[config.mk]
export PLATFORM = sky130hd
export DESIGN_NAME = ef_smsdac_rng_sched
export DESIGN_NICKNAME = d
export VERILOG_FILES = /design/src/rtl/ef_smsdac_pkg.sv /design/src/rtl/ef_smsdac_rr_arb.sv /design/src/rtl/ef_smsdac_rng_sched.sv
export SDC_FILE = /design/constraint.sdc
export NUM_CORES = 1
export LEC_CHECK = 0
export CAP_MARGIN = 20
export CORE_MARGIN = 2
export CORE_UTILIZATION = 50
export CTS_CLUSTER_SIZE = 30
export DETAILED_ROUTE_END_ITERATION = 16
export DONT_BUFFER_PORTS = 1
export PLACE_DENSITY = 0.69
export SETUP_SLACK_MARGIN = 0.05
export SLEW_MARGIN = 20
export SYNTH_ARGS = -nofsm -noshare
export SYNTH_HDL_FRONTEND = slang
export SYNTH_HIERARCHICAL = 1
export SYNTH_SLANG_ARGS = --single-unit
[constraint.sdc]
create_clock -name clk -period 4.7 [get_ports clk]
set_input_delay 0.94 -clock clk [delete_from_list [all_inputs] [get_ports clk]]
set_output_delay 0.94 -clock clk [all_outputs]
set_load 0.05 [all_outputs]
[src/rtl/ef_smsdac_pkg.sv]
// Shared types and constants for the SMS DAC random-word scheduler.
// Latency: n/a (declarations only).
// Backpressure: n/a.
package ef_smsdac_pkg;

    localparam int SMSDAC_RW     = 7;
    localparam int SMSDAC_LFSR_N = 10;

    typedef enum logic {
        WARM = 1'b0,
        RUN  = 1'b1
    } sched_state_t;

endpackage

[src/rtl/ef_smsdac_rr_arb.sv]
// Round-robin picker: first eligible requester at or above ptr, wrapping at NREQ.
// Latency: purely combinational.
// Backpressure: none; the caller decides whether the pick is consumed.
module ef_smsdac_rr_arb
    import ef_smsdac_pkg::*;
#(
    parameter int NREQ = 4,
    parameter int PW   = $clog2(NREQ)
) (
    input  logic [NREQ-1:0] eligible,
    input  logic [PW-1:0]   ptr,
    output logic [NREQ-1:0] win_oh,
    output logic [PW-1:0]   win_idx,
    output logic            win_vld
);

    // Walk NREQ positions starting at ptr; the first eligible one wins.
    always_comb begin
        logic [PW:0] idx;
        idx     = '0;
        win_oh  = '0;
        win_idx = '0;
        win_vld = 1'b0;
        for (int i = 0; i < NREQ; i++) begin
            idx = {1'b0, ptr} + (PW+1)'(i);
            if (idx >= (PW+1)'(NREQ)) begin
                idx = idx - (PW+1)'(NREQ);
            end
            if (!win_vld && eligible[idx[PW-1:0]]) begin
                win_vld             = 1'b1;
                win_idx             = idx[PW-1:0];
                win_oh[idx[PW-1:0]] = 1'b1;
            end
        end
    end

endmodule

[src/rtl/ef_smsdac_rng_sched.sv]
// Shares one LFSR word source among NREQ consumers: warm-up, then round-robin grants, one fresh word per grant.
// Latency: req to gnt/rnd one clock; back-to-back grants need two requesters (last grantee masked one cycle).
// Backpressure: en=0 freezes everything; build option SMSDAC_RNG_FREERUN_EN lets the LFSR step every RUN cycle.
module ef_smsdac_rng_sched
    import ef_smsdac_pkg::*;
#(
    parameter int NREQ   = 4,
    parameter int RW     = SMSDAC_RW,
    parameter int WARMUP = 2
) (
    input  logic            clk,
    input  logic            rst_b,
    input  logic            en,
    input  logic [NREQ-1:0] req,
    output logic [NREQ-1:0] gnt,
    output logic [RW-1:0]   rnd,
    output logic            ready,
    output logic            lfsr_en,
    input  logic [RW-1:0]   lfsr_r
);

    localparam int         PW        = $clog2(NREQ);
    localparam logic [3:0] WARM_LAST = 4'(WARMUP - 1);

    sched_state_t    state_q, state_d;
    logic [3:0]      warm_cnt_q, warm_cnt_d;
    logic [PW-1:0]   ptr_q, ptr_d;
    logic            ready_d;
    logic            fire;
    logic [NREQ-1:0] eligible;
    logic [NREQ-1:0] win_oh;
    logic [PW-1:0]   win_idx;
    logic            win_vld;

    // Last cycle's grantee sits out one cycle so it can drop req after seeing gnt.
    assign eligible = req & ~gnt;

    ef_smsdac_rr_arb #(
        .NREQ (NREQ),
        .PW   (PW)
    ) u_arb (
        .eligible (eligible),
        .ptr      (ptr_q),
        .win_oh   (win_oh),
        .win_idx  (win_idx),
        .win_vld  (win_vld)
    );

    // Next-state, warm-up count, grant decision and LFSR step enable.
    always_comb begin
        state_d    = state_q;
        warm_cnt_d = warm_cnt_q;
        ptr_d      = ptr_q;
        ready_d    = ready;
        fire       = 1'b0;
        lfsr_en    = 1'b0;
        case (state_q)
            WARM: begin
                lfsr_en = en;
                if (en) begin
                    warm_cnt_d = warm_cnt_q + 4'd1;
                    if (warm_cnt_q == WARM_LAST) begin
                        state_d = RUN;
                        ready_d = 1'b1;
                    end
                end
            end
            RUN: begin
                fire = en & win_vld;
`ifdef SMSDAC_RNG_FREERUN_EN
                lfsr_en = en;
`else
                lfsr_en = fire;
`endif
                if (fire) begin
                    ptr_d = (win_idx == PW'(NREQ - 1)) ? '0 : win_idx + PW'(1);
                end
            end
            default: begin
                state_d = WARM;
            end
        endcase
    end

    // FSM state and warm-up counter.
    always_ff @(posedge clk or negedge rst_b) begin
        if (!rst_b) begin
            state_q    <= WARM;
            warm_cnt_q <= '0;
        end else begin
            state_q    <= state_d;
            warm_cnt_q <= warm_cnt_d;
        end
    end

    // Grant pulse, captured word (taken as the LFSR steps past it), rotation pointer and ready flag.
    always_ff @(posedge clk or negedge rst_b) begin
        if (!rst_b) begin
            gnt   <= '0;
            rnd   <= '0;
            ptr_q <= '0;
            ready <= 1'b0;
        end else begin
            gnt   <= fire ? win_oh : '0;
            ptr_q <= ptr_d;
            ready <= ready_d;
            if (fire) begin
                rnd <= lfsr_r;
            end
        end
    end

endmodule

Word level (Yosys, flattened, before mapping)
Cells that the tools add are included.
W data, S select, Z words.
{"block": "totals", "latch_bits": 0, "ram_bits": 0, "wordCells": 88, "mem_count": 0, "rom_bits": 0, "ff_bits": 19}
{"block": "op_classes", "order_cmp": 12, "n_eq_ne": 2, "reduce_logical": 13, "n_bitwise": 7, "addsub": 9, "shift": 0, "mul": 0, "n_div": 0, "mux": 39}
{"op": "$mux W4", "count": 5}
{"op": "$mux W2", "count": 9}
{"op": "$mux W1", "count": 16}
{"op": "$lt A2 B3 Y1 const B", "count": 4}
{"op": "$or A4 B4 Y4", "count": 3}
{"op": "$ge A3 B3 Y1 const B", "count": 3}
{"op": "$bmux W1 S2", "count": 4}
{"op": "$demux W1 S2", "count": 4}
{"op": "$ge A2 B1 Y1 const B", "count": 4}
{"op": "$sub A2 B1 Y2 const B", "count": 4}
{"op": "$logic_and A1 B1 Y1", "count": 7}
{"op": "$add A2 B2 Y3 const B", "count": 2}
{"op": "$add A4 B1 Y4 const B", "count": 1}
{"op": "$and A4 B4 Y4", "count": 1}
{"op": "$eq A4 B1 Y1 const B", "count": 1}
{"op": "$not A4 Y4", "count": 1}
{"op": "$reduce_and A2 Y1", "count": 2}
{"op": "$add A2 B1 Y3 const B", "count": 1}
{"op": "$ge A2 B3 Y1 const B", "count": 1}
{"op": "$logic_not A1 Y1", "count": 3}
{"op": "$reduce_and A3 Y1", "count": 1}
{"op": "$add A2 B1 Y2 const B", "count": 1}
{"op": "$eq A2 B2 Y1 const B", "count": 1}
{"op": "$pmux W1 S2", "count": 1}
{"op": "2 further kinds", "count": 2}

Depth between registers and ports, before layout
{"block": "depth", "word_depth": 17, "depth_mapped": 11, "depth_no_buf": 9}

Hierarchy
The synthesis kept the hierarchy.
{"module": "ef_smsdac_rng_sched", "instances": 1, "cells_per_inst": 74, "area_each_um2": 784.5}
{"module": "ef_smsdac_rr_arb", "instances": 1, "cells_per_inst": 45, "area_each_um2": 421.7}

Least setup slack after synthesis
No wires, ideal clock.
{"block": "synth_path", "path_kind": "input to output", "start": "input port req[3]", "end": "output port lfsr_en", "n_path_buf": 1, "path_slack_ns": 0.844, "path_stages": 7, "arrival_ns": 2.916, "cell_sequence": "nor2b_1 mux4_2 buf_6 nor3_1 nand2b_1 inv_1 a21boi_0"}
{"block": "synth_via", "elab_chain_len": 15, "elab_cells_between_ends": 21, "classes_between": "13 x mux; 2 x bitwise; 6 x reduce/logical"}
{"element": "start, declared", "line_no": "ef_smsdac_rng_sched.sv:14", "text": "input logic [NREQ-1:0] req,"}
{"element": "$and A4 B4 Y4 (*)", "line_no": "ef_smsdac_rng_sched.sv:36", "text": "assign eligible = req & ~gnt;"}
{"element": "$bmux W1 S2", "line_no": "ef_smsdac_rr_arb.sv:29", "text": "if (!win_vld && eligible[idx[PW-1:0]]) begin"}
{"element": "$mux W1 (not written as such)", "line_no": "ef_smsdac_rr_arb.sv:29"}
{"element": "$mux W1", "line_no": "ef_smsdac_rr_arb.sv:29"}
{"element": "$logic_not A1 Y1", "line_no": "ef_smsdac_rr_arb.sv:29"}
{"element": "$logic_and A1 B1 Y1", "line_no": "ef_smsdac_rr_arb.sv:29"}
{"element": "$mux W1", "line_no": "ef_smsdac_rr_arb.sv:29"}
{"element": "$logic_not A1 Y1", "line_no": "ef_smsdac_rr_arb.sv:29"}
{"element": "$logic_and A1 B1 Y1", "line_no": "ef_smsdac_rr_arb.sv:29"}
{"element": "$mux W1", "line_no": "ef_smsdac_rr_arb.sv:29"}
{"element": "$logic_not A1 Y1", "line_no": "ef_smsdac_rr_arb.sv:29"}
{"element": "$logic_and A1 B1 Y1", "line_no": "ef_smsdac_rr_arb.sv:29"}
{"element": "$mux W1 (*)", "line_no": "ef_smsdac_rr_arb.sv:29"}
{"element": "named net win_vld", "line_no": "ef_smsdac_rng_sched.sv:33", "text": "logic win_vld;"}
{"element": "$and A1 B1 Y1 (*)", "line_no": "ef_smsdac_rng_sched.sv:69", "text": "fire = en & win_vld;"}
{"element": "$pmux W1 S2 (*)", "line_no": "ef_smsdac_rng_sched.sv:57", "text": "case (state_q)"}
{"element": "end, declared", "line_no": "ef_smsdac_rng_sched.sv:18", "text": "output logic lfsr_en,"}
The timed path passes the listed nets; every way through them passes the cells marked *. The select of a mux whose other input is x is not followed.

Worst setup path in the final report
{"block": "layout_path", "start": "register ptr_q[0]", "end": "output port lfsr_en"}
{"block": "layout_via", "elab_chain_len": 16, "elab_cells_between_ends": 35, "classes_between": "7 x add/sub; 4 x order compare; 17 x mux; 1 x bitwise; 6 x reduce/logical"}
{"element": "start, declared", "line_no": "ef_smsdac_rng_sched.sv:27", "text": "logic [PW-1:0] ptr_q, ptr_d;"}
{"element": "start signal, assigned", "line_no": "ef_smsdac_rng_sched.sv:105", "text": "ptr_q <= ptr_d;"}
{"element": "parallel branches: the longest is 13 deep, another holds $add A2 B1 Y3"}
{"element": "$mux W1 (*)", "line_no": "ef_smsdac_rr_arb.sv:29"}
{"element": "named net win_vld", "line_no": "ef_smsdac_rng_sched.sv:33"}
{"element": "$and A1 B1 Y1 (*)", "line_no": "ef_smsdac_rng_sched.sv:69"}
{"element": "$pmux W1 S2 (*)", "line_no": "ef_smsdac_rng_sched.sv:57"}
Mark *: on every way through the listed nets, which the timed path passes. The select of a mux whose other input is x is not followed.

==> reports/results.tsv <==
stage	metric	value	unit
floorplanning	ios	27	
routing	detail_route.vias_per_cell	5.831	
cells_and_area	nets	143	
worst_setup_path	critPathRequiredTime	3.76	ns
job	max-cap-violations	0	
grt	grtUsageTotal	0.1853	
cells_and_area	layout-drive-gt1-share	0.09167	
floorplanning	die_y	53.12	µm
worst_setup_path	slowest_delay	0.72	ns
worst_setup_path	r2r_start	ptr_q[0]$_DFFE_PN0N_	
place	io_buffers	0	
logic_synthesis	synth_flop_cell	dfrtp_1	
logic_synthesis	ys_seq_area_frac	0.3942	
timing	slew_violations	0	
worst_setup_path	path_delay_family	flip-flops	
floorplanning	start_util	0.5350	
worst_setup_path	path_buf_inv	3	
timing	fmax	269.4	MHz
worst_setup_path	cp_slowest_cell	dfrtp_1	
cts	cts_tree	built	
floorplanning	die_area	0.002821	mm²
timing	fin_tns_setup	0	ns
worst_setup_path	path_cells	inv_1 -> ha_1 -> mux4_2 -> nor3_1 -> nand2b_1 -> inv_1 -> a21boi_1 -> buf_4	
timing	finalHoldViolCount	0	
cts	clk_latency	0.30	ns
cts	post_cts_resized	0	
grt	grt_start_max_net_pins	20	
worst_setup_path	worstRegToRegCells	8	
logic_synthesis	yosys.area_share.simple	0.2230	
timing	period_needed	3.712	ns
worst_setup_path	r2r_slack	1.73	ns
routing	drc_errors	0	
worst_setup_path	crit_type	reg -> out	
floorplanning	core_area	0.002255	mm²
floorplanning	num_rows	17	
logic_synthesis	synth_common_cells	nand2_1, dfrtp_1, a22oi_1, ha_1, o21ai_0	
logic_synthesis	synth_top_area_cell	dfrtp_1	
logic_synthesis	ys.warnings.count	6	
cells_and_area	antenna_cells	0	
hold_path	min_path_type	in -> async	
cts	cts_buffers	3	
routing	postRouteWirelength	2.305	mm
place	gp_congestion	0.8498	
timing	rsz0062_at_grt	false	
floorplanning	chipWidth	53.12	µm
logic_synthesis	synth_edf_count	0	
timing	finClkSkew	0.007319	ns
cts	path_clk_slew	0.11	ns
cts	cts_setup_buffers	0	
timing	maxSlewHeadroom	0.6231	
logic_synthesis	synth_area_leaders	dfrtp_1, nand2_1, ha_1	
grt	grt_pass1_vias	786	
timing	worstMarginPinSlew	0.5654	ns
logic_synthesis	synth_area	0.001206	mm²
logic_synthesis	syn_nets	141	
grt	grt_antenna_before_repair	0	
logic_synthesis	synth_compound_area_frac	0.1276	
cts	htree_num_levels	1	
cts	cts.root.buffer_cell	clkbuf_4	
timing	finalCritPeriodShare	0.7898	
cells_and_area	areaGrowthSynthToFinish	3.008	%
worst_setup_path	cp_max_fo	14	
worst_setup_path	reg2reg_to	ptr_q[0]$_DFFE_PN0N_	
logic_synthesis	synthAdderAreaFrac	0.08299	
logic_synthesis	syn_inst	119	
status	outcome	completed	
routing	vias	863	
logic_synthesis	synthXorXnorAreaFrac	0.02178	
logic_synthesis	synthArstFlopShare	1.000	
routing	ant_nets	0	
place	dp_hpwl	1.664	mm
worst_setup_path	endpoint_kind	primary output	
cts	cts_sinks	19	
logic_synthesis	syn_area_per_cell	10.14	µm²
routing	firstDrtPassIters	4	
logic_synthesis	netlist.area_leader.share	0.3942	
cts	ctsHoldBuffers	0	
routing	drt_iter0_markers	28	
logic_synthesis	synth.distinct_cells	33	
worst_setup_path	crit_arrival	2.77	ns
worst_setup_path	cpMostUsedCell	inv_1	
logic_synthesis	synth_top_family_by_area	simple AND/OR/NAND/NOR gates	
logic_synthesis	ys_ff_latch	19	
cts	clockBufferDepth	2	
logic_synthesis	synth_most_common_cell	nand2_1	
timing	finalSetupViolCount	0	
grt	grt_pass1_wl	3.670	mm
routing	routedWlPerCell	15.57	µm
logic_synthesis	synthMuxAreaShare	0.1068	
grt	grt_overflow	0	
worst_setup_path	start_kind	flop	
==> layout by cell type (no fill, tap or decap), types with 2 or more instances in the layout <==
master,n
mux4_2,2
and2_1,4
o31ai_1,2
nand2_1,27
clkbuf_4,3
ha_1,8
o21ai_0,6
dfrtp_1,19
xnor2_1,3
nand2b_1,3
a22oi_1,8
mux4_1,2
nor2_1,3
inv_1,5
nor2b_1,5
mux2i_1,2
a21o_1,2
==> worst register-to-register path, stage by stage, from the launching register on <==
cell and delay (ns):
dfrtp_1 0.72, inv_1 0.14, ha_1 0.39, mux4_2 0.45
nor4b_4 0.43, nor2_1 0.11, a32o_1 0.24, ha_1 0.18
o31ai_1 0.23
==> cells by family (layout without fill, tap and decap cells) <==
kind of cell               after synthesis  after routing
DFF                                     19             19
and+or+nand+nor                         51             51
xor gates and xnor gates                 3              3
AOI/OAI and AO/OA                       22             22
adders and majority gates                8              8
buffers and inverters                    9             10
muxes                                    7              7
==> per-stage QoR <==
stage               hold slack (ns)    util  area (µm²)  instances  worst slack [ns]
finish                       0.3178  0.5511        1242        148            0.9880
global route                 0.2979  0.5511        1242        148            0.7441
CTS                          0.3144  0.5511        1242        148            0.9803
detailed placement           0.4733  0.5388        1215        144             1.212
global placement             0.4664  0.5388        1215        144             1.267
floorplan                    0.4466       -        1206        119            0.8441
==> area by class of cell <==
cell class,instances,area [µm²]
fillers,215,1012
multi-input cells,91,678.2
flip-flops and latches,19,475.5
well taps,28,35.03
clock buffers,3,22.52
inverters,5,18.77
repair buffers,1,7.507
clock inverters,1,5.005
==> worst max path at each step <==
stage / cells after the start / from / slack, ns / endpoint
2_1_floorplan: 7 / req[3] / 0.84 / lfsr_en
4_1_cts: 8 / ptr_q[0]$_DFFE_PN0N_ / 0.98 / lfsr_en
3_5_place_dp: 7 / req[3] / 1.21 / lfsr_en
6_report: 8 / ptr_q[0]$_DFFE_PN0N_ / 0.99 / lfsr_en
5_1_grt: 8 / ptr_q[0]$_DFFE_PN0N_ / 0.74 / lfsr_en
3_3_place_gp: 7 / req[3] / 1.27 / lfsr_en
==> flip-flops by register name, indices dropped and copies added, names as in the netlist <==
register and flops:
ready 1, state_q 1, rnd 7, ptr_q 2, gnt 4, warm_cnt_q 4
==> layer usage <==
| layer | global-route usage | vias up | routed length [µm] |
|---|---|---|---|
| met1 | 0.2428 | 396 | 1022 |
| li1 | - | 421 | - |
| met5 | 0 | - | 0 |
| met3 | 0.05932 | 7 | 188 |
| met4 | 0.06410 | 0 | 35 |
| met2 | 0.2875 | 39 | 1058 |
Power is not shown: default switching activity piles up to over one toggle a cycle in this logic, so the estimate is an artifact.
